$ cat config.mk
export PLATFORM = sky130hd
export DESIGN_NAME = rr_write_arbiter
export DESIGN_NICKNAME = d
export VERILOG_FILES = /design/src/rtl/arb_pkg.sv /design/src/rtl/rr_pick.sv /design/src/rtl/rr_write_arbiter.sv
export SDC_FILE = /design/constraint.sdc
export NUM_CORES = 1
export LEC_CHECK = 0
export CORE_ASPECT_RATIO = 1.1
export CORE_MARGIN = 4
export CORE_UTILIZATION = 60
export DETAILED_ROUTE_END_ITERATION = 10
export DONT_BUFFER_PORTS = 1
export PLACE_DENSITY = 0.74
export SLEW_MARGIN = 20
export SYNTH_ARGS = -nofsm -noshare
export SYNTH_HDL_FRONTEND = slang
export SYNTH_HIERARCHICAL = 1
export SYNTH_SLANG_ARGS = --single-unit
$ cat constraint.sdc
create_clock -name clk -period 6.63 [get_ports clk]
set_clock_uncertainty 0.15 [all_clocks]
set_input_delay 0.663 -clock clk [delete_from_list [all_inputs] [get_ports clk]]
set_output_delay 0.663 -clock clk [all_outputs]
set_load 0.05 [all_outputs]
$ cat src/rtl/arb_pkg.sv
// Shared types and helpers for the round-robin write arbiter.
//   arb_state_t : arbitration FSM state (free arbitration / locked to one packet)
//   oh2idx      : onehot vector (up to OH_MAX bits) to binary index
package arb_pkg;

  typedef enum logic {
    ARB_IDLE   = 1'b0,
    ARB_LOCKED = 1'b1
  } arb_state_t;

  localparam int OH_MAX = 32;
  localparam int OH_IW  = $clog2(OH_MAX);

  // OR-reduction encoder: exact for onehot input, and cheap because no
  // priority chain is needed when at most one bit is set.
  function automatic logic [OH_IW-1:0] oh2idx(input logic [OH_MAX-1:0] oh);
    logic [OH_IW-1:0] idx;
    idx = '0;
    for (int i = 0; i < OH_MAX; i++) begin
      if (oh[i]) idx = idx | OH_IW'(i);
    end
    return idx;
  endfunction

endpackage

$ cat src/rtl/rr_pick.sv
// Combinational rotate-priority picker.
//   req_i   : request vector
//   ptr_i   : index of the last winner; search starts at ptr_i+1 and wraps
//   grant_o : onehot grant (all zero when no request)
//   idx_o   : binary index of the granted request
//   any_o   : at least one request present
module rr_pick
  import arb_pkg::*;
#(
  parameter int NREQ = 4,
  localparam int IW  = $clog2(NREQ)
) (
  input  logic [NREQ-1:0] req_i,
  input  logic [IW-1:0]   ptr_i,
  output logic [NREQ-1:0] grant_o,
  output logic [IW-1:0]   idx_o,
  output logic            any_o
);

  logic [OH_MAX-1:0] grant_ext;

  always_comb begin
    logic          found;
    logic [IW-1:0] j;
    grant_o = '0;
    found   = 1'b0;
    // k=1 first, so the previous winner (ptr_i) is visited last.
    for (int k = 1; k <= NREQ; k++) begin
      j = IW'((int'(ptr_i) + k) % NREQ);
      if (!found && req_i[j]) begin
        grant_o[j] = 1'b1;
        found      = 1'b1;
      end
    end
  end

  always_comb begin
    grant_ext               = '0;
    grant_ext[NREQ-1:0]     = grant_o;
  end

  assign idx_o = IW'(oh2idx(grant_ext));
  assign any_o = |req_i;

endmodule

$ cat src/rtl/rr_write_arbiter.sv
// Round-robin arbiter sharing one valid/ready write port among NREQ producers.
// Output is a single register stage (one cycle grant-to-output, full
// throughput). A requester that starts a multi-beat packet keeps the port
// until its last beat or until MAX_BURST beats, whichever comes first.
//   clk, reset        : clock, synchronous active-high reset
//   req_valid/ready   : per-requester handshake (ready is onehot0)
//   req_data/req_last : per-requester payload and end-of-packet flag
//   out_valid/ready   : downstream handshake
//   out_data/src/last : registered payload, originating requester, last flag
module rr_write_arbiter
  import arb_pkg::*;
#(
  parameter int WIDTH     = 8,
  parameter int NREQ      = 4,
  parameter int MAX_BURST = 4,
  localparam int IW       = $clog2(NREQ),
  localparam int BW       = $clog2(MAX_BURST + 1)
) (
  input  logic                       clk,
  input  logic                       reset,
  input  logic [NREQ-1:0]            req_valid,
  output logic [NREQ-1:0]            req_ready,
  input  logic [NREQ-1:0][WIDTH-1:0] req_data,
  input  logic [NREQ-1:0]            req_last,
  output logic                       out_valid,
  input  logic                       out_ready,
  output logic [WIDTH-1:0]           out_data,
  output logic [IW-1:0]              out_src,
  output logic                       out_last
);

  localparam bit LOCK_EN = (MAX_BURST > 1);

  arb_state_t       state_q, state_d;
  logic [IW-1:0]    rr_ptr_q, rr_ptr_d;
  logic [IW-1:0]    lock_idx_q, lock_idx_d;
  logic [BW-1:0]    burst_cnt_q, burst_cnt_d;

  logic             out_valid_q;
  logic [WIDTH-1:0] out_data_q;
  logic [IW-1:0]    out_src_q;
  logic             out_last_q;

  logic             load;
  logic [NREQ-1:0]  pick_req;
  logic [NREQ-1:0]  grant;
  logic [IW-1:0]    gnt_idx;
  logic             gnt_any;
  logic             acc;
  logic             acc_last;
  logic             burst_end;

  // Register can take a new beat when empty or draining this cycle.
  assign load = ~out_valid_q | out_ready;

  // While locked only the owner is visible to the picker, so everyone else
  // stalls even if the owner has a bubble.
  always_comb begin
    pick_req = req_valid;
    if (state_q == ARB_LOCKED) begin
      pick_req             = '0;
      pick_req[lock_idx_q] = req_valid[lock_idx_q];
    end
  end

  rr_pick #(.NREQ(NREQ)) u_pick (
    .req_i   (pick_req),
    .ptr_i   (rr_ptr_q),
    .grant_o (grant),
    .idx_o   (gnt_idx),
    .any_o   (gnt_any)
  );

  assign req_ready = grant & {NREQ{load}};
  assign acc       = gnt_any & load;
  assign acc_last  = req_last[gnt_idx];
  assign burst_end = (burst_cnt_q + BW'(1)) == BW'(MAX_BURST);

  // State register
  always_ff @(posedge clk) begin
    if (reset) begin
      state_q     <= ARB_IDLE;
      rr_ptr_q    <= IW'(NREQ - 1);
      lock_idx_q  <= '0;
      burst_cnt_q <= '0;
    end else begin
      state_q     <= state_d;
      rr_ptr_q    <= rr_ptr_d;
      lock_idx_q  <= lock_idx_d;
      burst_cnt_q <= burst_cnt_d;
    end
  end

  // Next-state
  always_comb begin
    state_d = state_q;
    case (state_q)
      ARB_IDLE:   if (acc && !acc_last && LOCK_EN) state_d = ARB_LOCKED;
      ARB_LOCKED: if (acc && (acc_last || burst_end)) state_d = ARB_IDLE;
      default:    state_d = ARB_IDLE;
    endcase
  end

  // Pointer / lock / burst bookkeeping. rr_ptr only moves when the port is
  // released, so a locked packet never shifts priority mid-burst.
  always_comb begin
    rr_ptr_d    = rr_ptr_q;
    lock_idx_d  = lock_idx_q;
    burst_cnt_d = burst_cnt_q;
    case (state_q)
      ARB_IDLE: begin
        if (acc) begin
          if (acc_last || !LOCK_EN) begin
            rr_ptr_d = gnt_idx;
          end else begin
            lock_idx_d  = gnt_idx;
            burst_cnt_d = BW'(1);
          end
        end
      end
      ARB_LOCKED: begin
        if (acc) begin
          if (acc_last || burst_end) begin
            rr_ptr_d    = lock_idx_q;
            burst_cnt_d = '0;
          end else begin
            burst_cnt_d = burst_cnt_q + BW'(1);
          end
        end
      end
      default: ;
    endcase
  end

  // Output register. Payload fields hold when the register empties so the
  // downstream never sees them toggle without a beat.
  always_ff @(posedge clk) begin
    if (reset) begin
      out_valid_q <= 1'b0;
      out_data_q  <= '0;
      out_src_q   <= '0;
      out_last_q  <= 1'b0;
    end else if (load) begin
      out_valid_q <= acc;
      if (acc) begin
        out_data_q <= req_data[gnt_idx];
        out_src_q  <= gnt_idx;
        out_last_q <= acc_last;
      end
    end
  end

  assign out_valid = out_valid_q;
  assign out_data  = out_data_q;
  assign out_src   = out_src_q;
  assign out_last  = out_last_q;

endmodule

==> summary.md, run 1 <==
| Metric | Value |
|---|---|
| Largest net degree at the start of global routing | `23` |
| Count leader, synth | `nand2_1` |
| Final setup violation count | `0` |
| Detailed-route DRC error count | `0` |
| Async set or reset register ratio after synthesis | `0` |
| Sum of negative setup slack | `0 ns` |
| Cts bufs inserted | `3` |
| DRT iter0 DRCs | `57` |
| P_leak | `0.000630 µW` |
| Mapped Cells | `168` |
| Hold wc startpoint | `reset` |
| RSZ-0062 raised after global routing | `no` |
| Max Clk Rate | `240 MHz` |
| Io pins | `59` |
| Share of the yosys chip area belonging to registers | `0.249` |
| Setup CP Type | `flip-flop to flip-flop` |
| First-pass GRT wire length | `5800 µm` |
| #FFs+latches synth | `20` |
| Area after DPL | `1580 µm²` |
| Syn_nets | `221` |
| Mean Syn Cell Area | `9.57 µm²` |
| Synth top area cells | `dfxtp_1 25%, mux4_2 15%, ha_1 7.8%` |
| Remaining global-route overflow | `0` |
| Syn. warnings | `6` |
| Antenna Cells | `0` |
| Slew Viols, Final | `0` |
| Netlist cell types | `40` |
| Crit path capture type | `flip-flop` |
| Die X | `57.4 µm` |
| Fin. Hold Viols | `0` |
| Tcrit/Tclk final | `0.629` |
| Post-synth top area cell | `dfxtp_1` |
| Final ANT Viol Nets | `0` |
| Top cell type's share of synthesized area | `0.249` |
| Resized cells post-CTS | `0` |
| Crit path time final | `4.17 ns` |
| Die area | `3570 µm²` |
| Total track usage | `0.203` |
| Slew @ Worst Pin | `0.933 ns` |
| CTS tree | `done` |
| Setup Fix Bufs, Post-CTS | `0` |
| Max_cap viols | `0` |
| VDD IR max | `0.000379 V` |
| Mapped Area | `1610 µm²` |
| Hold/Removal Path Class | `input pin to flip-flop` |
| IO buf count | `0` |
| Layout net count | `218` |
| Layout area overhead | `-0.623%` |
| Primary FF master, synth | `dfxtp_1` |
| Start of the worst register-to-register path | `rr_ptr_q[0]$_SDFFE_PP1P_` |
| Share of cells above drive strength 1 | `0.135` |
| CP Launch Type | `flip-flop` |
| Initial antenna violation count | `0` |
| DIE HEIGHT | `62.3 µm` |
| CP Max Fanout | `12` |
| Post-CTS Hold Buffers | `0` |
| Vias in the first global route | `1250` |
| Clock slew at reported path FFs | `0.11 ns` |
| Avg Vias per Cell | `6.45` |
| Total Wirelength | `3590 µm` |
| Status | `completed` |
| DPL Wire Length | `2800 µm` |
| Routability Congestion | `0.848` |
| CP startpoint | `rr_ptr_q[0]$_SDFFE_PP1P_` |
| Clock tree buffer depth | `2` |
| EDFF count, synth | `0` |
| WL per Instance | `18.5 µm` |
| Synth cell count leaders | `28 x nand2_1, 20 x dfxtp_1, 16 x a21oi_1, 11 x mux4_2, 11 x nor2_1` |
| Rel. slew slack | `0.378` |
| Core Footprint | `2520 µm²` |
| Root buffer cell | `clkbuf_4` |
| Required time of the critical path | `6.68 ns` |
| Post-layout util | `0.634` |
| Clk Latency, worst-skew pair | `0.30 ns` |
| CTS H-tree depth | `1` |
| Sink Count | `20` |
| Routed vias | `1251` |
| Initial Util | `0.638` |
| Core Rows | `19` |
| Post-route cell area | `1600 µm²` |
| Pre-antenna DRT Iters | `4` |
| WP data arrival | `4.22 ns` |
| Cell Pwr Density | `569 nW/µm²` |
area by class of cell:
class | instances | area [µm²]
Sequential cell | 20 | 400
Multi-Input combinational cell | 134 | 1110
Tap cell | 31 | 38.8
Timing Repair Buffer | 1 | 7.51
Inverter | 5 | 18.8
Fill cell | 215 | 922
Clock buffer | 3 | 22.5
metal layers:
layer  GRT usage  share of wire  up-vias
met5           0              0        -
met2       0.346           0.50       37
li1            -              -      611
met3      0.0725          0.085        8
met1       0.224           0.39      595
met4      0.0841          0.025        0
worst paths after layout:
check / to / slack (ns) / cells after the start
max: burst_cnt_q[1]$_SDFFE_PP0P_ / 2.46 / 10
min: out_last$_SDFFE_PP0P_ / 0.27 / 1
max reg2reg: burst_cnt_q[1]$_SDFFE_PP0P_ / 2.46 / 10
min reg2reg: burst_cnt_q[0]$_SDFFE_PP0P_ / 0.38 / 1
cells by family after synthesis:
logic type      after synthesis  share of synthesized area
flops                        20                      0.249
xor+xnor                      1                    0.00545
simple gates                 65                      0.211
mux                          18                      0.221
compound gates               40                      0.175
fa+ha+maj                    10                     0.0778
buf+inv                      14                     0.0607
sequential cells by signal, indices dropped and copies added (netlist names):
| register | cells |
|---|---|
| out_src | 2 |
| state_q | 1 |
| out_last | 1 |
| out_valid | 1 |
| burst_cnt_q | 3 |
| rr_ptr_q | 2 |
| lock_idx_q | 2 |
| out_data | 8 |
worst max-delay path: stages, from the launching register on:
cell      delay, ns
dfxtp_1        0.58
inv_1          0.17
ha_1           0.36
mux4_2         0.65
mux2_4         0.25
o22ai_2        0.07
a221oi_2       0.79
mux4_2         0.51
inv_1          0.10
o21ai_0        0.11
a32o_1         0.33
where the power goes:
part	internal [µW]	switching, µW	leakage, µW
Sequential	165	162	0.000165
Clock	21.2	35.6	0.0000138
Combinational	240	287	0.000451
stage by stage:
| stage | hold slack, ns | total power [µW] | cells | setup WS [ns] |
|---|---|---|---|---|
| final | 0.267 | 910 | 194 | 2.46 |
| after global placement | 0.350 | 842 | 191 | 2.59 |
| after global routing | 0.256 | 972 | 194 | 2.20 |
| after floorplan | 0.334 | 813 | 168 | 3.07 |
| after CTS | 0.264 | 913 | 194 | 2.43 |
| after detailed placement | 0.368 | 857 | 191 | 2.47 |
cell usage in the layout (no fill, tap or decap), types with 2 or more instances in the layout:
| cell type | instances |
|---|---|
| o31ai_1 | 4 |
| nand2_1 | 28 |
| mux2i_1 | 4 |
| clkbuf_4 | 3 |
| a221oi_1 | 4 |
| nand2b_1 | 5 |
| ha_1 | 10 |
| a211oi_1 | 2 |
| mux4_2 | 11 |
| and2_1 | 5 |
| mux4_1 | 2 |
| nor2_1 | 11 |
| a211o_1 | 2 |
| inv_1 | 5 |
| o21ai_0 | 2 |
| a21boi_0 | 3 |
| dfxtp_1 | 20 |
| nor2b_1 | 6 |
| a21oi_1 | 16 |
No activity file was read; power rests on OpenSTA's default activity.
==> run 2, diff against run 1 <==
==> constraint.sdc (replaced) <==
create_clock -name clk -period 4.2 [get_ports clk]
set_clock_uncertainty 0.15 [all_clocks]
set_input_delay 0.42 -clock clk [delete_from_list [all_inputs] [get_ports clk]]
set_output_delay 0.42 -clock clk [all_outputs]
set_load 0.05 [all_outputs]
==> run 2 against run 1 <==
  * Global-route usage shrank 0.61 points
  * Combinational power grew 61%
  * Wire length shrank 0.58%
  * Via count grew 1.7%
  * Non-clock buffer count grew 3
  * Die area is the same
==> summary.md, run 2 (synthesis results as in run 1) <==
| Metric | Value |
|---|---|
| Setup Fix Bufs, Post-CTS | `0 (unchanged)` |
| DRT iter0 DRCs | `52 (-8.8%)` |
| Io pins | `59 (unchanged)` |
| CP peak stage delay | `0.65 ns (-0.14 ns)` |
| Sink Count | `20 (unchanged)` |
| Post-CTS Hold Buffers | `0 (unchanged)` |
| CTS H-tree depth | `1 (unchanged)` |
| Number of fillers in the final layout | `224 (+4.2%)` |
| Sum of negative setup slack | `0 ns (unchanged)` |
| DIE HEIGHT | `62.3 µm (unchanged)` |
| CP Launch Type | `flip-flop` |
| VDD IR max | `0.000607 V (+60%)` |
| Most frequent cells in the layout | `28 x nand2_1, 20 x dfxtp_1, 16 x a21oi_1` |
| Final setup violation count | `0 (unchanged)` |
| Core Rows | `19 (unchanged)` |
| Cell Pwr Density | `897 nW/µm² (+58%)` |
| Routed vias | `1272 (+1.7%)` |
| P_leak | `0.000651 µW (+3.3%)` |
| CTS tree | `done` |
| Total Wirelength | `3570 µm (-0.58%)` |
| Required time of the critical path | `4.26 ns (-2.42 ns)` |
| Finished Layout Cells | `198 (+2.1%)` |
| M2 GR Usage | `0.331 (-0.0155)` |
| Die area | `3570 µm² (unchanged)` |
| Remaining global-route overflow | `0 (unchanged)` |
| DPL Wire Length | `2820 µm (+0.68%)` |
| Max_cap viols | `0 (unchanged)` |
| GRT met3 Usage | `0.0580 (-0.0145)` |
| GR met1 Demand/Resource | `0.226 (+0.00186)` |
| Detailed-route DRC error count | `0 (unchanged)` |
| Rel. slew slack | `0.452 (+0.0739)` |
| RSZ-0062 raised after global routing | `no` |
| Tcrit/Tclk final | `0.866 (+0.237)` |
| Busiest metal layer after global routing | `met2` |
| Total track usage | `0.197 (-0.00609)` |
| Setup CP Type | `flip-flop to flip-flop` |
| Commonest non-fill, non-tap cell in the layout | `nand2_1` |
| Slew @ Worst Pin | `0.819 ns (-0.114 ns)` |
| Max reg flops | `8 (unchanged)` |
| Fin. Hold Viols | `0 (unchanged)` |
| Antenna Cells | `0 (unchanged)` |
| Cts bufs inserted | `3 (unchanged)` |
| Status | `completed` |
| Clk Latency, worst-skew pair | `0.30 ns (about the same)` |
| Slew Viols, Final | `0 (unchanged)` |
| Share of cells above drive strength 1 | `0.150 (+0.0147)` |
| Core Footprint | `2520 µm² (unchanged)` |
| Clock tree buffer depth | `2 (unchanged)` |
| Area taken by multi-input logic gates | `1110 µm² (unchanged)` |
| Placed cells | `193 (+1.0%)` |
| Resized cells post-CTS | `0 (unchanged)` |
| Slowest stage cell, crit path | `dfxtp_1` |
| Crit path time final | `3.64 ns (-0.532 ns)` |
| Crit path capture type | `flip-flop` |
| CP Cell Sequence | `o21ai_0, and2_1, mux4_2, a211o_1, a22oi_1, mux4_2, inv_1, o21ai_0, a32o_1` |
| Final ANT Viol Nets | `0 (unchanged)` |
| Vias in the first global route | `1264 (+1.1%)` |
| Die X | `57.4 µm (unchanged)` |
| Critical path's top delay family | `multiplexers` |
| Initial antenna violation count | `0 (unchanged)` |
| Root buffer cell | `clkbuf_4` |
| WP buf/inv | `1 (-1)` |
| IO buf count | `0 (unchanged)` |
| Hold/Removal Path Class | `input pin to flip-flop` |
| Routability Congestion | `0.928 (+9.4%)` |
| Sequential cell area | `400 µm² (unchanged)` |
| Pre-antenna DRT Iters | `4 (unchanged)` |
| WL per Instance | `18.0 µm (-2.6%)` |
| Clock slew at reported path FFs | `0.11 ns (about the same)` |
| WP data arrival | `3.70 ns (-0.52 ns)` |
| Largest net degree at the start of global routing | `23 (unchanged)` |
| Max Clk Rate | `275 MHz (+15%)` |
| First-pass GRT wire length | `5680 µm (-2.1%)` |
| Avg Vias per Cell | `6.42 (-0.38%)` |
| Layout area overhead | `1.79%` |
| Initial Util | `0.638 (unchanged)` |
| Layout net count | `221 (+1.4%)` |
| CP Max Fanout | `14 (+2)` |
[run 2: cell types whose count changed in the layout (fill, tap and decap cells not counted), sizes merged]
| cell | change |
|---|---|
| clkbuf | +1 |
| dlygate4sd3 | +1 |
| buf | +2 |
[run 2: worst register-to-register path, stage by stage (launching register included)]
cell and delay (ns):
dfxtp_1 0.65, o21ai_0 0.16, and2_1 0.23, mux4_2 0.62, a211o_1 0.31, a22oi_1 0.27, mux4_2 0.64, inv_1 0.10
o21ai_0 0.10, a32o_1 0.32
[run 2: path summary, 6_finish.rpt]
path / from / slack, ns / cells past startpoint / endpoint
min: reset / 0.02 / 1 / out_src[0]$_SDFFE_PP0P_
max: state_q$_SDFF_PP0_ / 0.56 / 9 / burst_cnt_q[1]$_SDFFE_PP0P_
min reg2reg: burst_cnt_q[0]$_SDFFE_PP0P_ / 0.40 / 1 / burst_cnt_q[0]$_SDFFE_PP0P_
max reg2reg: state_q$_SDFF_PP0_ / 0.56 / 9 / burst_cnt_q[1]$_SDFFE_PP0P_
[run 2: final cells by class]
type,count,area share
multi-input cells,134,0.678
flip-flops and latches,20,0.245
well taps,31,0.0237
clock buffers,4,0.0222
repair buffers,4,0.0199
inverters,5,0.0115
[run 2: per-stage QoR]
stage / utilization / instance area (µm²) / worst slack [ns] / hold slack [ns] / power, µW
2_1_floorplan: - / 1610 / 0.642 / 0.334 / 1280
3_3_place_gp: 0.631 / 1590 / 0.686 / 0.342 / 1350
3_5_place_dp: 0.631 / 1590 / 0.585 / 0.343 / 1360
4_1_cts: 0.645 / 1630 / 0.562 / 0.00118 / 1480
5_1_grt: 0.649 / 1640 / 0.318 / 0.000166 / 1570
6_report: 0.649 / 1640 / 0.563 / 0.0187 / 1470
[run 2: layer usage]
| layer | vias up | wire length (µm) |
|---|---|---|
| met3 | 8 | 353 |
| li1 | 614 | - |
| met4 | 0 | 80 |
| met2 | 59 | 1860 |
| met1 | 591 | 1280 |
| met5 | - | 0 |
[run 2: power breakdown]
part,leakage [µW],internal [µW],switching (µW)
clock network,0.0000210,52.9,61.1
registers,0.000165,260,246
logic,0.000465,389,459
total,0.000651,702,766
